<file path="src/rtl/fsm_out_multi.sv">
// Multi-channel output-port controller: each channel drains its FIFO in bursts
// headed by the port address, with burst-length limiting and an empty-FIFO watchdog.
module fsm_out_multi #(
  parameter int W_WIDTH   = 8,
  parameter int N_PORTS   = 4,
  parameter int MAX_BURST = 16,
  parameter int WD_LIMIT  = 8
) (
  input  logic                         clk,
  input  logic                         rst_n,
  input  logic [N_PORTS*W_WIDTH-1:0]   port_addr,
  input  logic [N_PORTS*W_WIDTH-1:0]   fifo_data,
  input  logic [N_PORTS-1:0]           port_rd,
  input  logic [N_PORTS-1:0]           port_empty,
  output logic [N_PORTS-1:0]           rd_en,
  output logic [N_PORTS*W_WIDTH-1:0]   port_out,
  output logic [N_PORTS-1:0]           port_vld,
  output logic [N_PORTS-1:0]           port_sop,
  output logic [N_PORTS-1:0]           busy,
  output logic [N_PORTS-1:0]           wd_err
);

  localparam int RC_W = $clog2(MAX_BURST + 1);
  localparam int WC_W = $clog2(WD_LIMIT + 1);
  localparam logic [RC_W-1:0] RC_MAX  = RC_W'(MAX_BURST);
  localparam logic [RC_W-1:0] RC_LAST = RC_W'(MAX_BURST - 1);
  localparam logic [WC_W-1:0] WD_LAST = WC_W'(WD_LIMIT - 1);

  typedef enum logic [1:0] {
    IDLE  = 2'd0,
    BURST = 2'd1,
    DRAIN = 2'd2
  } state_t;

  for (genvar g = 0; g < N_PORTS; g++) begin : g_ch
    state_t              state_r, state_s;
    logic [RC_W-1:0]     rd_cnt_r, rd_cnt_s;
    logic [WC_W-1:0]     wd_cnt_r, wd_cnt_s;
    logic                rd_go_s;
    logic                start_s;
    logic                wd_fire_s;
    logic                stall_s;
    logic                rd_pend_r;
    logic [W_WIDTH-1:0]  out_r;
    logic                vld_r;
    logic                sop_r;
    logic                err_r;

    assign stall_s = port_rd[g] & port_empty[g];

    // Next-state, read strobe and counter update for this channel
    always_comb begin
      state_s   = state_r;
      rd_cnt_s  = rd_cnt_r;
      wd_cnt_s  = wd_cnt_r;
      rd_go_s   = 1'b0;
      start_s   = 1'b0;
      wd_fire_s = 1'b0;
      case (state_r)
        IDLE: begin
          if (port_rd[g] && !port_empty[g]) begin
            state_s  = BURST;
            start_s  = 1'b1;
            rd_cnt_s = '0;
            wd_cnt_s = '0;
          end else begin
            state_s  = IDLE;
          end
        end
        BURST: begin
          rd_go_s = port_rd[g] & ~port_empty[g] & (rd_cnt_r < RC_MAX);
          if (rd_go_s) begin
            rd_cnt_s = rd_cnt_r + RC_W'(1);
          end else begin
            rd_cnt_s = rd_cnt_r;
          end
          if (stall_s) begin
            wd_cnt_s = wd_cnt_r + WC_W'(1);
          end else begin
            wd_cnt_s = '0;
          end
          // Exit priority: consumer gone, burst complete, then watchdog
          if (!port_rd[g]) begin
            state_s = DRAIN;
          end else if (rd_go_s && (rd_cnt_r == RC_LAST)) begin
            state_s = DRAIN;
          end else if (stall_s && (wd_cnt_r == WD_LAST)) begin
            state_s   = DRAIN;
            wd_fire_s = 1'b1;
          end else begin
            state_s = BURST;
          end
        end
        DRAIN: begin
          state_s = IDLE;
        end
        default: begin
          state_s = IDLE;
        end
      endcase
    end

    // Control state and counters
    always_ff @(posedge clk) begin
      if (!rst_n) begin
        state_r   <= IDLE;
        rd_cnt_r  <= '0;
        wd_cnt_r  <= '0;
        rd_pend_r <= 1'b0;
        err_r     <= 1'b0;
      end else begin
        state_r   <= state_s;
        rd_cnt_r  <= rd_cnt_s;
        wd_cnt_r  <= wd_cnt_s;
        rd_pend_r <= rd_go_s;
        err_r     <= wd_fire_s;
      end
    end

    // Output word register: header on burst start, otherwise FIFO data one cycle after a read
    always_ff @(posedge clk) begin
      if (!rst_n) begin
        out_r <= '0;
        vld_r <= 1'b0;
        sop_r <= 1'b0;
      end else if (start_s) begin
        out_r <= port_addr[g*W_WIDTH +: W_WIDTH];
        vld_r <= 1'b1;
        sop_r <= 1'b1;
      end else if (rd_pend_r) begin
        out_r <= fifo_data[g*W_WIDTH +: W_WIDTH];
        vld_r <= 1'b1;
        sop_r <= 1'b0;
      end else begin
        out_r <= out_r;
        vld_r <= 1'b0;
        sop_r <= 1'b0;
      end
    end

    assign rd_en[g]                          = rst_n & rd_go_s;
    assign port_out[g*W_WIDTH +: W_WIDTH]    = out_r;
    assign port_vld[g]                       = vld_r;
    assign port_sop[g]                       = sop_r;
    assign busy[g]                           = (state_r != IDLE);
    assign wd_err[g]                         = err_r;
  end

endmodule

</file>
<file path="config.mk">
export PLATFORM = sky130hd
export DESIGN_NAME = fsm_out_multi
export DESIGN_NICKNAME = d
export VERILOG_FILES = /design/src/rtl/fsm_out_multi.sv
export SDC_FILE = /design/constraint.sdc
export NUM_CORES = 1
export LEC_CHECK = 0
export BUFFER_PORTS_ARGS = -buffer_cell sky130_fd_sc_hd__clkbuf_2
export CAP_MARGIN = 30
export CORE_MARGIN = 1
export CORE_UTILIZATION = 30
export CTS_CLUSTER_SIZE = 8
export DETAILED_ROUTE_END_ITERATION = 12
export PLACE_DENSITY_LB_ADDON = 0.15
export SLEW_MARGIN = 30
export SYNTH_ARGS = -nofsm -noshare
export SYNTH_HDL_FRONTEND = slang
export SYNTH_SLANG_ARGS = --single-unit
export TNS_END_PERCENT = 100
</file>
<file path="constraint.sdc">
create_clock -name clk -period 1.5 [get_ports clk]
set_clock_uncertainty 0.05 [all_clocks]
set_input_delay 0.225 -clock clk [delete_from_list [all_inputs] [get_ports clk]]
set_output_delay 0.225 -clock clk [all_outputs]
set_load 0.02 [all_outputs]
</file>
; Word-level counts from Yosys, hierarchy flattened
; Cells that the tools add are included.
[word_totals]
ff_bits = 92
output_inout_bits = 52
elab_cells = 217
[classes]
n_addsub = 8
n_lt_le_gt_ge = 4
n_eq_ne = 20
mux = 80
bitwise_logic = 29
reduce_logical = 44
[op_table]
columns = op, n
row1 = $mux W8, 8
row2 = $mux W5, 8
row3 = $pmux W5 S2, 4
row4 = $mux W1, 32
row5 = $mux W4, 8
row6 = $pmux W4 S2, 4
row7 = $mux W2, 12
row8 = $reduce_bool A2 Y1, 12
row9 = $add A5 B1 Y5 const B, 4
row10 = $eq A5 B4 Y1 const B, 4
row11 = $lt A5 B5 Y1 const B, 4
row12 = $add A4 B1 Y4 const B, 4
row13 = $and A1 B1 Y1, 16
row14 = $eq A4 B3 Y1 const B, 4
row15 = $ne A2 B2 Y1 const B, 8
row16 = $pmux W2 S2, 4
row17 = $reduce_or A4 Y1, 4
row18 = $not A1 Y1, 13
row19 = $logic_and A1 B1 Y1, 12
row20 = $reduce_and A3 Y1, 4
row21 = $eq A2 B1 Y1 const B, 4
row22 = $logic_not A2 Y1, 4
row23 = $reduce_and A2 Y1, 4
row24 = $logic_not A1 Y1, 4

; Depth between registers and ports, before layout
[depth]
word_depth = 7
mapped_depth = 7

; Least setup slack after synthesis
; OpenSTA, ideal clock, no wires.
[synth_path]
kind = input-to-output
start = in rst_n
end = out rd_en[1]
t_arrival_ns = 1.288
setup_slack_ns = -0.063
stages = 4
n_path_buf = 2
cell_sequence = clkbuf_1 > inv_2 > buf_1 > nor3_1
[synth_via]
elab_chain_len = 1
[synth_lines]
columns = element, line_no
row1 = from (decl), 10  ; input logic rst_n,
row2 = $and A1 B1 Y1, 141  ; assign rd_en[g] = rst_n & rd_go_s;
row3 = to (decl), 15  ; output logic [N_PORTS-1:0] rd_en,
; Every way passes these cells.

; Worst setup path after layout
[layout_path]
start = reg g_ch[2].state_r[1]
end = out rd_en[2]
[layout_via]
elab_chain_len = 3
[layout_lines]
columns = element, line_no
row1 = from (decl), 36  ; state_t state_r, state_s;
row2 = from (signal assigned), 112  ; state_r <= state_s;
row3 = $eq A2 B1 Y1, 59  ; case (state_r)
row4 = $mux W1, 59
row5 = $and A1 B1 Y1, 141
; Every way passes these cells.

==> results by group <==
Clocking
  • Max clock buf depth: 2
  • CTS H-tree depth: 3
  • CTS Sinks: 92
  • Worst-path clk slew: 0.06 ns
  • CTS buffer count: 9
  • Clk Tree Root Cell: clkbuf_16
  • TritonCTS clock tree: done
  • Clock Latency Late Sink: 0.34 ns

Critical path
  • Critical path data arrival time: 1.23 ns
  • CP required: 1.22 ns
  • WS Path Type: register to output port
  • Worst stage delay on the critical path: 0.35 ns
  • Reg2reg setup slack: 0.02 ns
  • Slowest-stage cell, CP: dfxtp_4
  • R2R depth: 6
  • Worst r2r src: g_ch[3].rd_cnt_r[1]$_SDFFE_PN0P_
  • CP Max Fanout: 4
  • Critical path endpoint category: output port
  • Worst setup SP type: register
  • Cells along the critical path: nand3b_1 -> nor2_2 -> clkbuf_8
  • Reg2reg end: g_ch[3].state_r[0]$_SDFF_PN0_

Floorplan
  • Die Span X: 119 um
  • Die ar.: 0.0141 mm^2
  • Die Height: 119 um
  • Core Rows: 42
  • Num ports: 126
  • Initial Util: 30.8%
  • Core area: 0.0132 mm^2

Global routing
  • Global-route wire length before repair: 16200 um
  • Initial antenna violation count: 0
  • Aggregate global routing overflow: 0
  • Largest net degree at the start of global routing: 34
  • Number of global-route vias before repair: 3496
  • GRT Total Usage: 14.3%

Detailed routing
  • Vias: 3693
  • WL final: 10100 um
  • Vias per inst: 4.73
  • Drt wl/cell: 12.9 um
  • DRC violations left: 0
  • First drt pass iteration count: 4
  • Final ANT Viol Nets: 0
  • Starting DRC count in detailed routing: 188

Worst hold path
  • Worst Hold Launch: port_addr[6]
  • Hold Path End: g_ch[0].out_r[6]$_SDFFE_PN0P_
  • Hold depth: 3
  • Min-delay worst type: input port to register

Logic synthesis
  • Syn nets: 543
  • Asr flop ratio synth: 0%
  • FF+latch count, synth: 92
  • Main synth FF type: dfxtp_1
  • Post-synth EDFFs: 0
  • Synth Instances: 457
  • Post-synth cell types: 51
  • Synthesized cell area: 0.00408 mm^2
  • Yosys Warn Count: 0
  • Sequential fraction of the synthesis area: 45.2%
  • Syn_area_per_cell: 8.92 um^2

STA
  • Crit share post-route: 101%
  • Final WS setup: -0.00793 ns
  • RSZ-0062 raised after global routing: yes
  • Max Clock Freq: 0.663 GHz
  • Final setup fails: 1
  • Max-slew violations: 0
  • Period minus WS final: 1.51 ns
  • Final setup TNS: -0.00793 ns
  • Relative slew slack: 64.6%
  • Fin. Hold Viols: 0
  • Worst-Margin Slew: 0.531 ns

Power and ir drop
  • P_leak: 2.41 nW
  • Total power draw: 5.36 mW
  • Power density over cell area: 957 mW/mm^2
  • Peak supply drop: 403 uV

Placed design
  • PortBufs: 125
  • DPL Wire Length: 7000 um
  • Inst Count DP: 756
  • Cell Area, Placed: 0.00501 mm^2
  • Placer Congestion: 0.782

Finish
  • P&R area growth vs syn: 37.4%
  • Final net count: 687
  • Share of post-route cells with drive strength above 1: 37.7%
  • Antenna diodes: 0
  • Fin util: 42.3%
  • Post-route design area: 0.00560 mm^2
  • Non-filler cells, final: 780

Job
  • Max cap viols: 0

Run status
  • Status: finished, violations left
  • Violated checks: negative setup slack
==> critical path, delay by kind of cell (launching register included) <==
family	cells	cell delay (ns)
buffers and inverters	1	0.16
DFF	1	0.35
and+or+nand+nor	2	0.37
==> worst max path at each step <==
stage	start	to	depth (start not counted)
after global routing	g_ch[2].state_r[1]$_SDFF_PN0_	rd_en[2]	3
final	g_ch[2].state_r[1]$_SDFF_PN0_	rd_en[2]	3
after detailed placement	g_ch[3].rd_cnt_r[0]$_SDFFE_PN0P_	g_ch[3].state_r[0]$_SDFF_PN0_	6
after global placement	g_ch[1].rd_cnt_r[0]$_SDFFE_PN0P_	g_ch[1].state_r[0]$_SDFF_PN0_	6
after CTS	g_ch[1].state_r[1]$_SDFF_PN0_	busy[1]	4
after floorplan	g_ch[3].rd_cnt_r[0]$_SDFFE_PN0P_	g_ch[3].state_r[0]$_SDFF_PN0_	6
==> repair_timing <==
| action | in CTS | in global routing |
|---|---|---|
| pin swaps | 9 | 11 |
| hold buffers | 0 | 0 |
| gates resized for setup | 23 | 48 |
| setup endpoints to repair | 8 | 13 |
| buffers inserted | 5 | 5 |
| gates cloned | 0 | 0 |
==> layout by cell type (no fill, tap or decap), types with 6 or more instances in the layout <==
cell type and n:
nand2_1 26, a21oi_1 31, clkbuf_2 120, inv_1 11
dfxtp_2 9, nor2_1 65, clkbuf_16 9, a22oi_1 6
ha_1 6, and3_1 9, nor3_1 6, a211oi_1 23
dfxtp_1 78, nor2b_1 6, mux2i_1 32, o21ai_0 17
nand3_1 9, buf_4 38
==> metal layers <==
layer	GRT usage, %	wire, um
met3	3.52	525
met4	7.20	166
met1	17.7	4690
met5	0	0
met2	23.0	4700
==> synth_stat cells, drive strengths merged (12+ instances only) <==
master	count	share of area [%]
dfxtp	92	45
inv	13	1.2
nor2	70	6.4
buf	19	3.0
mux2i	32	7.9
nand2	28	2.6
clkbuf	14	1.3
o21ai	18	2.2
and3	12	1.8
ha	12	3.7
a21oi	31	3.8
a211oi	26	4.8
==> area by class of cell <==
type,instances,area (um^2)
clock buffer,12,246
fill,1346,7640
inverter,13,48.8
timing repair buffer,166,1000
multi-input combinational,319,2200
clock inverter,2,12.5
tap,176,220
sequential,92,1870
==> power breakdown <==
part	internal, mW	switching [mW]	leakage [nW]
sequential	2.53	0.0607	0.757
combinational	0.319	0.400	1.53
clock	1.15	0.899	0.125
total	4.00	1.36	2.41
==> state kept, by name, indices dropped and copies added (netlist names) <==
| signal | cells |
|---|---|
| g_ch.rd_cnt_r | 20 |
| g_ch.rd_pend_r | 4 |
| g_ch.err_r | 4 |
| g_ch.state_r | 8 |
| g_ch.wd_cnt_r | 16 |
| g_ch.out_r | 32 |
| g_ch.sop_r | 4 |
| g_ch.vld_r | 4 |
==> through the flow <==
stage                     worst slack [ns]  hold WS (ns)
after floorplan                    0.00299         0.265
after global placement             -0.0147         0.370
after detailed placement           -0.0545         0.382
after CTS                          -0.0941        0.0188
after global routing               -0.0770        0.0338
final                             -0.00793        0.0366
==> cell families (layout without fill, tap and decap cells) <==
kind of cell	Yosys count	in the layout	share of synthesized area, %
flops	92	92	45.2
compound gates	104	104	16.3
simple gates	168	168	20.8
xor+xnor	2	2	0.430
buf+inv	46	193	5.46
mux	33	33	8.13
fa+ha+maj	12	12	3.68
Power figures use the tool's default switching activity.
